**src/rtl/nn_main_pkg.sv**
```systemverilog
// nn_main_pkg: shared widths, fixed Q8.8 weights and saturation for the 7-3-1 perceptron
package nn_main_pkg;
  localparam int DW = 17;
  localparam int FW = 8;
  localparam int AW = 30;
  localparam int NI = 7;
  localparam int NH = 3;
  typedef logic signed [DW-1:0] q_t;
  localparam logic signed [AW-1:0] SAT_MAX = 30'sd65535;
  localparam logic signed [AW-1:0] SAT_MIN = -30'sd65536;
  localparam q_t [NH-1:0][NI-1:0] W = {{NI{17'h00080}}, {NI{17'h1FF00}}, {NI{17'h00100}}};
  localparam q_t [NH-1:0] B = {17'h1FF00, 17'h00000, 17'h00000};
  localparam q_t [NH-1:0] V = {17'h00200, 17'h00100, 17'h00100};
  localparam q_t C = 17'h00000;
  function automatic q_t sat(input logic signed [AW-1:0] a);
    return a > SAT_MAX ? SAT_MAX[DW-1:0] : a < SAT_MIN ? SAT_MIN[DW-1:0] : a[DW-1:0];
  endfunction
endpackage

```
**src/rtl/nn_main_if.sv**
```systemverilog
// nn_main_if: clock enable, seven Q8.8 network inputs and the registered network output
interface nn_main_if;
  import nn_main_pkg::*;
  logic ce;
  q_t x1, x2, x3, x4, x5, x6, x7;
  q_t y_out;
  modport master(output ce, x1, x2, x3, x4, x5, x6, x7, input y_out);
  modport slave(input ce, x1, x2, x3, x4, x5, x6, x7, output y_out);
endinterface

```
**src/rtl/nn_neuron.sv**
```systemverilog
// nn_neuron: combinational multiply-accumulate with bias, 17-bit saturation and optional ReLU
module nn_neuron
  import nn_main_pkg::*;
#(
  parameter int N = NI,
  parameter q_t [N-1:0] WT = '0,
  parameter q_t BIAS = '0,
  parameter bit RELU = 1'b1
) (
  input  q_t [N-1:0] x,
  output q_t         y
);
  logic signed [2*DW-1:0] p;
  logic signed [AW-1:0] acc;
  q_t s;
  always_comb begin
    acc = AW'(BIAS);
    p = '0;
    for (int i = 0; i < N; i++) begin
      p = (2*DW)'($signed(x[i])) * (2*DW)'($signed(WT[i]));
      acc = acc + AW'(p >>> FW);
    end
    s = sat(acc);
    y = RELU && s[DW-1] ? '0 : s;
  end
endmodule

```
**src/rtl/nn_main.sv**
```systemverilog
// nn_main: fixed-weight 7-3-1 perceptron, 3-stage pipeline (inputs, hidden, output) gated by ce
module nn_main
  import nn_main_pkg::*;
(
  input logic       clk,
  input logic       rst_n,
  nn_main_if.slave  bus
);
  q_t [NI-1:0] xr;
  q_t [NH-1:0] hr, hn;
  q_t yn;
  for (genvar j = 0; j < NH; j++) begin : g_hid
    nn_neuron #(.N(NI), .WT(W[j]), .BIAS(B[j]), .RELU(1'b1)) u_h (.x(xr), .y(hn[j]));
  end
  nn_neuron #(.N(NH), .WT(V), .BIAS(C), .RELU(1'b0)) u_o (.x(hr), .y(yn));
  always_ff @(posedge clk or negedge rst_n)
    if (!rst_n) begin
      xr <= '0;
      hr <= '0;
      bus.y_out <= '0;
    end else if (bus.ce) begin
      xr <= {bus.x7, bus.x6, bus.x5, bus.x4, bus.x3, bus.x2, bus.x1};
      hr <= hn;
      bus.y_out <= yn;
    end
endmodule

```
**src/flat_wrapper.sv**
```systemverilog
// flat-port wrapper written by rule: the top's interface ports become plain ports
module nn_main_flat import nn_main_pkg::*;
  (clk, rst_n, bus_ce, bus_x1, bus_x2, bus_x3, bus_x4, bus_x5, bus_x6, bus_x7, bus_y_out);
  nn_main_if bus_i ();
  input logic clk;
  input logic rst_n;
  input wire logic [$bits(bus_i.ce)-1:0] bus_ce;
  input wire logic [$bits(bus_i.x1)-1:0] bus_x1;
  input wire logic [$bits(bus_i.x2)-1:0] bus_x2;
  input wire logic [$bits(bus_i.x3)-1:0] bus_x3;
  input wire logic [$bits(bus_i.x4)-1:0] bus_x4;
  input wire logic [$bits(bus_i.x5)-1:0] bus_x5;
  input wire logic [$bits(bus_i.x6)-1:0] bus_x6;
  input wire logic [$bits(bus_i.x7)-1:0] bus_x7;
  output wire logic [$bits(bus_i.y_out)-1:0] bus_y_out;
  assign bus_i.ce = bus_ce;
  assign bus_i.x1 = bus_x1;
  assign bus_i.x2 = bus_x2;
  assign bus_i.x3 = bus_x3;
  assign bus_i.x4 = bus_x4;
  assign bus_i.x5 = bus_x5;
  assign bus_i.x6 = bus_x6;
  assign bus_i.x7 = bus_x7;
  assign bus_y_out = bus_i.y_out;
  nn_main u_core (.clk(clk), .rst_n(rst_n), .bus(bus_i));
endmodule
```
**config.mk**
```make
export PLATFORM = sky130hd
export DESIGN_NAME = nn_main_flat
export DESIGN_NICKNAME = d
export VERILOG_FILES = /design/src/rtl/nn_main_pkg.sv /design/src/rtl/nn_main_if.sv /design/src/rtl/nn_neuron.sv /design/src/rtl/nn_main.sv /design/src/flat_wrapper.sv
export SDC_FILE = /design/constraint.sdc
export NUM_CORES = 1
export LEC_CHECK = 0
export BUFFER_PORTS_ARGS = -buffer_cell sky130_fd_sc_hd__buf_2
export CAP_MARGIN = 20
export CORE_MARGIN = 5
export CORE_UTILIZATION = 64
export CTS_BUF_LIST = sky130_fd_sc_hd__clkbuf_4
export DETAILED_ROUTE_END_ITERATION = 8
export PLACE_DENSITY_LB_ADDON = 0.12
export SLEW_MARGIN = 25
export SYNTH_ARGS = -nofsm -noshare
export SYNTH_HDL_FRONTEND = slang
export SYNTH_SLANG_ARGS = --single-unit
```
**constraint.sdc**
```tcl
create_clock -name clk -period 6 [get_ports clk]
set_input_delay 1.8 -clock clk [delete_from_list [all_inputs] [get_ports clk]]
set_output_delay 1.8 -clock clk [all_outputs]
set_load 0.05 [all_outputs]
```
==> results of run 1 <==
## cells in the final DEF (no fill, tap or decap), types with 13 or more instances in the layout
cell type / n
nand3_1: 15
buf_2: 136
o211ai_1: 13
nor2_1: 45
nand2_1: 155
clkbuf_4: 17
a21oi_1: 69
ha_1: 122
o21ai_0: 146
fa_1: 254
o21ai_1: 16
xnor2_1: 38
mux2_2: 13
dfrtp_1: 184
inv_1: 395
o22a_1: 15
a21o_1: 19
a221o_1: 33
## metrics by stage
| stage | worst slack, ns | cell area (um2) | hold WS [ns] | cells |
|---|---|---|---|---|
| finish | 0.385 | 19000 | 0.515 | 2288 |
| global route | 0.0914 | 19000 | 0.535 | 2288 |
| CTS | 0.307 | 19000 | 0.524 | 2287 |
| detailed placement | 0.285 | 18700 | 0.480 | 2255 |
| global placement | 0.431 | 18700 | 0.475 | 2255 |
| floorplan | 0.719 | 17700 | 0.489 | 1787 |
## what timing repair did
| item | 4_1_cts | 5_1_grt |
|---|---|---|
| resized for setup | 0 | 1 |
| setup endpoints to repair | 0 | 1 |
| hold buffers | 0 | 0 |
| endpoints found under the hold margin | 0 | 0 |
## area by class of cell
type | count | area [um2] | area share
Antenna cell | 1 | 2.50 | 0.000132
Timing Repair Buffer | 145 | 768 | 0.0404
Sequential cell | 184 | 4600 | 0.242
Multi-Input combinational cell | 1158 | 11400 | 0.599
Inverter | 396 | 1490 | 0.0782
Tap cell | 372 | 465 | 0.0245
Clock buffer | 17 | 128 | 0.00672
Clock inverter | 15 | 168 | 0.00882
## state kept, by name, summed over array words and instances (netlist names)
register	count
u_core.hr	48
u_core.xr	119
u_core.bus.y_out	17
## metal layers
| metal | vias to the layer above | track usage |
|---|---|---|
| met5 | - | 0 |
| met4 | 0 | 0.0926 |
| met3 | 86 | 0.0379 |
| met2 | 324 | 0.463 |
| met1 | 6300 | 0.338 |
| li1 | 6030 | - |
## worst paths after layout
path | startpoint | to | slack (ns)
max | u_core.xr[16]$_DFFE_PN0P_ | u_core.hr[49]$_DFFE_PN0P_ | 0.39
min | u_core.bus.y_out[2]$_DFFE_PN0P_ | u_core.bus.y_out[2]$_DFFE_PN0P_ | 0.51
max reg2reg | u_core.xr[16]$_DFFE_PN0P_ | u_core.hr[49]$_DFFE_PN0P_ | 0.39
min reg2reg | u_core.bus.y_out[2]$_DFFE_PN0P_ | u_core.bus.y_out[2]$_DFFE_PN0P_ | 0.51
max in group asynchronous | rst_n | u_core.xr[12]$_DFFE_PN0P_ | 3.84
min in group asynchronous | rst_n | u_core.bus.y_out[16]$_DFFE_PN0P_ | 1.16
## kinds of logic after synthesis
group | Yosys count | share of synthesized area
xor gates and xnor gates | 47 | 0.0233
and+or+nand+nor | 314 | 0.0837
AOI/OAI and AO/OA | 405 | 0.152
DFF | 184 | 0.261
adders and majority gates | 377 | 0.375
muxes | 15 | 0.00942
buffers and inverters | 445 | 0.0959
==> results.py, run 1 <==
metrics = {
    "status": {
        "status": "complete, no violations",
    },
    "synthesis": {
        "synth.distinct_cells": 78,
        "synth_top_area_frac": 0.288,
        "netlist_top_cells_count": "inv_1, fa_1, dfrtp_1",
        "ys_ff_latch": 184,
        "synth_edf_count": 0,
        "synthCells": 1787,
        "async_flop_share": 1.00,
        "synthTopCellsByArea": "fa_1, dfrtp_1, ha_1",
        "synth_most_common_cell": "inv_1",
        "yosysTopAreaCell": "fa_1",
        "synth_area_per_cell_um2": 9.88,
        "mappedNetlistNets": 2286,
        "synthFlopType": "dfrtp_1",
        "synth_seq_area_share": 0.261,
        "netlist_area_um2": 17700,
        "yosys_warnings": 0,
    },
    "hold_path": {
        "hold_depth": 1,
        "hp-class": "reg -> reg",
    },
    "critical_path": {
        "crit_buf_inv": 4,
        "crit_chain": "inv_1 > fa_1 > inv_1 > fa_1 > inv_1 > fa_1 > inv_1 > fa_1 > ha_2 > a21oi_1 > o21bai_1 > a221o_1 > or4_4 > a22oi_4 > a31oi_4 > a221o_1",
        "crit_arrival_ns": 6.16,
        "crit_cells": 16,
        "slowest_delay_ns": 0.65,
        "cp-end-kind": "register",
        "critPathMaxFanout": 16,
        "crit_type": "reg -> reg",
        "reg2reg_depth": 16,
        "start_kind": "register",
        "crit_slowest_cell": "fa_1",
        "critPathTopFamily": "adder cells",
        "critPathRequiredTime_ns": 6.55,
    },
    "clock_tree": {
        "numCtsBuffers": 17,
        "cts_tree": "yes",
        "clockBufferDepth": 2,
        "cts_max_level": 4,
        "cts.sinks": 184,
        "clkTransAtPathRegs_ns": 0.19,
        "post-cts-setup-buffer-count": 0,
        "worstSkewPairLatency_ns": 0.68,
        "clockRootBuffer": "clkbuf_4",
    },
    "sta": {
        "skew_ns": 0.0527,
        "drv_slew": 0,
        "setup_violations": 0,
        "clock.fmax_ghz": 0.178,
        "worst_pin_slew_ns": 0.936,
        "slew_headroom": 0.371,
        "timing.final.crit_share": 0.936,
        "rsz0062_at_grt": "false",
        "hold_viol_final": 0,
        "finalCriticalPeriod_ns": 5.61,
        "setup_tns_ns": 0,
    },
    "route": {
        "route.met3.wl_mm": 1.77,
        "wl_met1_mm": 16.0,
        "antenna_left": 0,
        "top_layer": "met4",
        "drt_iter0_markers": 802,
        "drt_first_pass_iters": 5,
        "drt_wl_total_mm": 39.6,
        "num_vias": 12700,
        "wire_per_inst_um": 17.3,
        "viasPerCell": 5.57,
        "wl_met2_mm": 20.5,
        "drc_errors": 0,
    },
    "global_route": {
        "grt_first_pass_wirelength_mm": 65.3,
        "first_global_vias": 13300,
        "antenna_found_initial": 1,
        "grt_start_max_net_pins": 109,
        "gr-total-overflow": 0,
        "grtUsageTotal": 0.264,
    },
    "die": {
        "die_area_um2": 31000,
        "die_h_um": 176,
        "core_area_um2": 27100,
        "ios": 139,
        "die-width_um": 176,
        "start_util": 0.652,
        "rows": 60,
    },
    "job": {
        "cap_violations": 0,
    },
    "placed_design": {
        "gp_congestion": 0.917,
        "dp_hpwl_mm": 32.6,
        "io_buffers": 138,
    },
    "finish": {
        "nNetsFinal": 2401,
        "synthToLayoutAreaGrowth_pct": 7.56,
        "drive_gt1_frac": 0.114,
        "final_util": 0.701,
        "nFillCells": 2160,
    },
}
Power of run 1 is not shown: default switching activity piles up to over one toggle a cycle in this logic, so the estimate is an artifact.
==> run 2: changes to the inputs <==
Settings changed: BUFFER_PORTS_ARGS -buffer_cell sky130_fd_sc_hd__buf_2 to -buffer_cell sky130_fd_sc_hd__clkbuf_2.
==> run 2 against run 1 <==
Fmax down 1.4%. Critical path depth unchanged. Worst setup slack worse by 0.079 ns. Wire length up 0.14%. Utilization up 0.17 points. Register-to-register slack worse by 0.08 ns. Worst hold slack better by 0.0018 ns. Via count down 0.55%. First-iteration DRC count down 8.5%. Global-route usage up 0.085 points. Largest cell class unchanged.
==> results.py, run 2 (synthesis gave the netlist of run 1 again) <==
metrics = {
    "critical_path": {
        "reg2reg_depth": 16,
        "critPathMaxFanout": 16,
        "reg2reg_from": "u_core.xr[16]$_DFFE_PN0P_",
        "crit_arrival_ns": 6.24,
        "crit_start": "u_core.xr[16]$_DFFE_PN0P_",
        "critPathRequiredTime_ns": 6.54,
        "r2r_end": "u_core.hr[46]$_DFFE_PN0P_",
        "start_kind": "register",
        "rrSetupSlack_ns": 0.31,
        "cp-end-kind": "register",
        "crit_type": "reg -> reg",
    },
    "route": {
        "drt_wl_total_mm": 39.7,
        "num_vias": 12700,
        "antenna_left": 0,
        "wire_per_inst_um": 17.3,
        "drt_first_pass_iters": 5,
        "drc_errors": 0,
        "viasPerCell": 5.54,
        "drt_iter0_markers": 734,
    },
    "placed_design": {
        "gp_congestion": 0.919,
        "dp_cells": 2255,
        "dp_hpwl_mm": 32.9,
        "io_buffers": 138,
    },
    "die": {
        "core_area_um2": 27100,
        "die-width_um": 176,
        "ios": 139,
        "start_util": 0.652,
        "die_h_um": 176,
        "die_area_um2": 31000,
        "rows": 60,
    },
    "clock_tree": {
        "cts.repair.resized": 0,
        "cts.sinks": 184,
        "clockBufferDepth": 2,
        "clkTransAtPathRegs_ns": 0.18,
        "post-cts-setup-buffer-count": 0,
        "ctsHoldBuffers": 0,
        "cts_max_level": 4,
        "numCtsBuffers": 17,
        "cts_tree": "yes",
        "clockRootBuffer": "clkbuf_4",
        "worstSkewPairLatency_ns": 0.65,
    },
    "status": {
        "status": "complete, no violations",
    },
    "hold_path": {
        "hp-start": "u_core.bus.y_out[1]$_DFFE_PN0P_",
        "hold_depth": 1,
        "hp-class": "reg -> reg",
        "holdPathEnd": "u_core.bus.y_out[1]$_DFFE_PN0P_",
    },
    "sta": {
        "rsz0062_at_grt": "false",
        "setup_violations": 0,
        "hold_viol_final": 0,
        "clock.fmax_ghz": 0.176,
        "slew_headroom": 0.338,
        "worst_pin_slew_ns": 0.986,
        "finalCriticalPeriod_ns": 5.69,
        "skew_ns": 0.0361,
        "setup_tns_ns": 0,
        "drv_slew": 0,
        "timing.final.crit_share": 0.949,
    },
    "finish": {
        "final_cell_mix": "inv_1, fa_1, dfrtp_1",
        "final_common_cell": "inv_1",
        "synthToLayoutAreaGrowth_pct": 7.82,
        "nNetsFinal": 2401,
        "largest_reg_flops": 119,
        "top_regs": "u_core.xr (119), u_core.hr (48), u_core.bus.y_out (17)",
        "regMostFlops": "u_core.xr",
        "drive_gt1_frac": 0.114,
        "layout.cells.non_filler": 2289,
    },
    "global_route": {
        "grt_first_pass_wirelength_mm": 65.4,
        "grtUsageTotal": 0.265,
        "first_global_vias": 13300,
        "grt_start_max_net_pins": 100,
        "antenna_found_initial": 2,
        "gr-total-overflow": 0,
    },
    "job": {
        "cap_violations": 0,
    },
}
==> run 2: cell count changes in the layout (fill, tap and decap cells not counted), sizes merged, moves of 2 or more <==
cell and change:
inv -2, buf -136, clkbuf +137, clkinvlp -2, bufinv +2
==> run 2: area by class of cell <==
type                    instances  area, um2
diodes                          2       5.00
clock buffers                  18        135
clock inverters                14        201
fillers                      2097       8060
inverters                     396       1490
multi-input cells            1158      11400
flip-flops and latches        184       4600
well taps                     372        465
repair buffers                145        768
==> run 2: per-layer routing <==
layer / track usage / part of all wire
met2: 0.469 / 0.52
met3: 0.0392 / 0.044
met5: 0 / 0
met4: 0.0858 / 0.031
met1: 0.339 / 0.40
==> run 2: metrics by stage <==
step	area, um2	util	setup WS [ns]	hold WS (ns)
after detailed placement	18700	0.690	0.278	0.487
after CTS	19000	0.702	0.244	0.526
final	19000	0.703	0.307	0.517
after floorplan	17700	-	0.719	0.489
after global placement	18700	0.690	0.455	0.479
after global routing	19000	0.703	0.00144	0.542
==> run 2: critical path, stage by stage, from the launching register on <==
cell,delay [ns]
dfrtp_1,0.43
inv_1,0.14
fa_1,0.66
inv_1,0.11
fa_1,0.66
inv_1,0.13
fa_1,0.54
inv_1,0.05
fa_1,0.47
ha_1,0.46
and3_4,0.22
and2_4,0.16
a221o_1,0.33
or4_4,0.50
a22oi_4,0.19
a31oi_4,0.22
a221o_1,0.33
==> run 2: worst max-delay path by stage <==
| stage | to | slack (ns) | cells past startpoint |
|---|---|---|---|
| final | u_core.hr[46]$_DFFE_PN0P_ | 0.31 | 16 |
| after detailed placement | u_core.hr[5]$_DFFE_PN0P_ | 0.28 | 17 |
| after CTS | u_core.hr[0]$_DFFE_PN0P_ | 0.24 | 17 |
| after global routing | u_core.hr[46]$_DFFE_PN0P_ | 0.001 | 16 |
| after global placement | u_core.hr[34]$_DFFE_PN0P_ | 0.46 | 16 |
| after floorplan | u_core.hr[44]$_DFFE_PN0P_ | 0.72 | 17 |
Power of run 2 is left out for the same reason.
==> run 3: changes to the inputs <==
Settings changed: CORE_MARGIN 5 to 2.
==> run 3 against run 2 <==
Final cell count down 1.4%. Worst hold slack better by 0.0070 ns. Largest cell class unchanged. Sequential cell count unchanged. Clock skew up 0.0098 ns. Critical path depth unchanged. Critical endpoint is now u_core.hr[47]$_DFFE_PN0P_. Count of clock-buffer cells in the layout down 1. Global-route usage up 2.3 points. Register-to-register slack better by 0.03 ns. Non-clock buffer count up 1. Worst setup slack better by 0.026 ns. Fmax up 0.46%.
==> results.py, run 3 (synthesis gave the netlist of run 1 again) <==
metrics = {
    "status": {
        "status": "complete, no violations",
    },
    "critical_path": {
        "reg2reg_depth": 16,
        "start_kind": "register",
        "r2r_end": "u_core.hr[47]$_DFFE_PN0P_",
        "crit_arrival_ns": 6.21,
        "rrSetupSlack_ns": 0.33,
        "critPathRequiredTime_ns": 6.54,
        "cp-end-kind": "register",
        "critPathMaxFanout": 16,
        "reg2reg_from": "u_core.xr[16]$_DFFE_PN0P_",
        "crit_type": "reg -> reg",
    },
    "sta": {
        "setup_violations": 0,
        "hold_viol_final": 0,
        "finalCriticalPeriod_ns": 5.67,
        "slew_headroom": 0.432,
        "skew_ns": 0.0459,
        "clock.fmax_ghz": 0.176,
        "timing.final.crit_share": 0.945,
        "setup_tns_ns": 0,
        "worst_pin_slew_ns": 0.852,
        "drv_slew": 0,
        "rsz0062_at_grt": "false",
    },
    "die": {
        "core_area_um2": 27000,
        "die_area_um2": 28900,
        "start_util": 0.654,
        "die-width_um": 170,
        "ios": 139,
        "rows": 60,
        "die_h_um": 170,
    },
    "clock_tree": {
        "cts.repair.resized": 0,
        "cts.sinks": 184,
        "worstSkewPairLatency_ns": 0.66,
        "clockRootBuffer": "clkbuf_4",
        "numCtsBuffers": 17,
        "clockBufferDepth": 2,
        "clkTransAtPathRegs_ns": 0.19,
        "cts_tree": "yes",
        "ctsHoldBuffers": 0,
        "cts_max_level": 4,
    },
    "global_route": {
        "antenna_found_initial": 1,
        "gr-total-overflow": 0,
        "first_global_vias": 13300,
        "grtUsageTotal": 0.288,
        "grt_start_max_net_pins": 109,
        "grt_first_pass_wirelength_mm": 65.0,
    },
    "finish": {
        "top_regs": "u_core.xr (119), u_core.hr (48), u_core.bus.y_out (17)",
        "nNetsFinal": 2402,
        "final_cell_mix": "inv_1, fa_1, dfrtp_1",
        "regMostFlops": "u_core.xr",
        "drive_gt1_frac": 0.114,
        "final_common_cell": "inv_1",
        "largest_reg_flops": 119,
        "synthToLayoutAreaGrowth_pct": 7.41,
    },
    "route": {
        "antenna_left": 0,
        "drt_iter0_markers": 748,
        "viasPerCell": 5.67,
        "num_vias": 12800,
        "drt_wl_total_mm": 39.2,
        "drc_errors": 0,
        "wire_per_inst_um": 17.4,
        "drt_first_pass_iters": 5,
    },
    "hold_path": {
        "hold_depth": 1,
        "holdPathEnd": "u_core.bus.y_out[16]$_DFFE_PN0P_",
        "hp-class": "reg -> reg",
        "hp-start": "u_core.bus.y_out[16]$_DFFE_PN0P_",
    },
    "placed_design": {
        "io_buffers": 138,
        "dp_hpwl_mm": 32.0,
        "gp_congestion": 0.910,
    },
    "job": {
        "cap_violations": 0,
    },
}
==> run 3: area by class of cell <==
| type | instances | area, um2 |
|---|---|---|
| multi-input cells | 1158 | 11400 |
| fillers | 2121 | 8050 |
| flip-flops and latches | 184 | 4600 |
| inverters | 396 | 1490 |
| repair buffers | 146 | 778 |
| well taps | 341 | 427 |
| clock inverters | 15 | 171 |
| clock buffers | 17 | 128 |
| diodes | 1 | 2.50 |
==> run 3: critical path, cell delays in order, from the launching register on <==
cell      delay [ns]
dfrtp_1         0.41
inv_1           0.14
fa_1            0.65
inv_1           0.10
fa_1            0.65
inv_1           0.13
fa_1            0.55
inv_1           0.06
fa_1            0.47
ha_1            0.45
a21oi_1         0.29
o21bai_1        0.10
a221o_1         0.36
or4_4           0.50
a22oi_4         0.18
a31oi_4         0.22
a221o_1         0.32
==> run 3: what timing repair did <==
item / CTS / global route
setup buffers: 0 / 1
setup endpoints to repair: 0 / 12
hold endpoints to repair: 0 / 0
==> run 3: worst max path at each step <==
stage / cells past startpoint / end / startpoint / slack, ns
2_1_floorplan: 17 / u_core.hr[44]$_DFFE_PN0P_ / u_core.xr[16]$_DFFE_PN0P_ / 0.72
3_3_place_gp: 15 / u_core.hr[32]$_DFFE_PN0P_ / u_core.xr[53]$_DFFE_PN0P_ / 0.35
3_5_place_dp: 15 / u_core.hr[32]$_DFFE_PN0P_ / u_core.xr[53]$_DFFE_PN0P_ / 0.22
4_1_cts: 15 / u_core.hr[32]$_DFFE_PN0P_ / u_core.xr[53]$_DFFE_PN0P_ / 0.18
5_1_grt: 18 / u_core.hr[11]$_DFFE_PN0P_ / u_core.xr[16]$_DFFE_PN0P_ / 0.008
6_report: 16 / u_core.hr[47]$_DFFE_PN0P_ / u_core.xr[16]$_DFFE_PN0P_ / 0.33
==> run 3: per-stage QoR <==
stage,cell area [um2],cells,utilization,hold WS (ns),setup WS (ns)
finish,19000,2258,0.702,0.524,0.333
global route,19000,2258,0.702,0.548,0.00826
CTS,19000,2256,0.701,0.527,0.185
detailed placement,18700,2224,0.690,0.487,0.220
global placement,18700,2224,0.690,0.479,0.349
floorplan,17700,1787,-,0.489,0.719
==> run 3: routing by layer <==
metal  up-vias  global-route usage  part of all wire
met2       319               0.503              0.52
met1      6373               0.367              0.41
met4         0               0.108             0.036
li1       6032                   -                 -
met3        84              0.0419             0.036
met5         -                   0                 0
Power of run 3 is left out for the same reason.
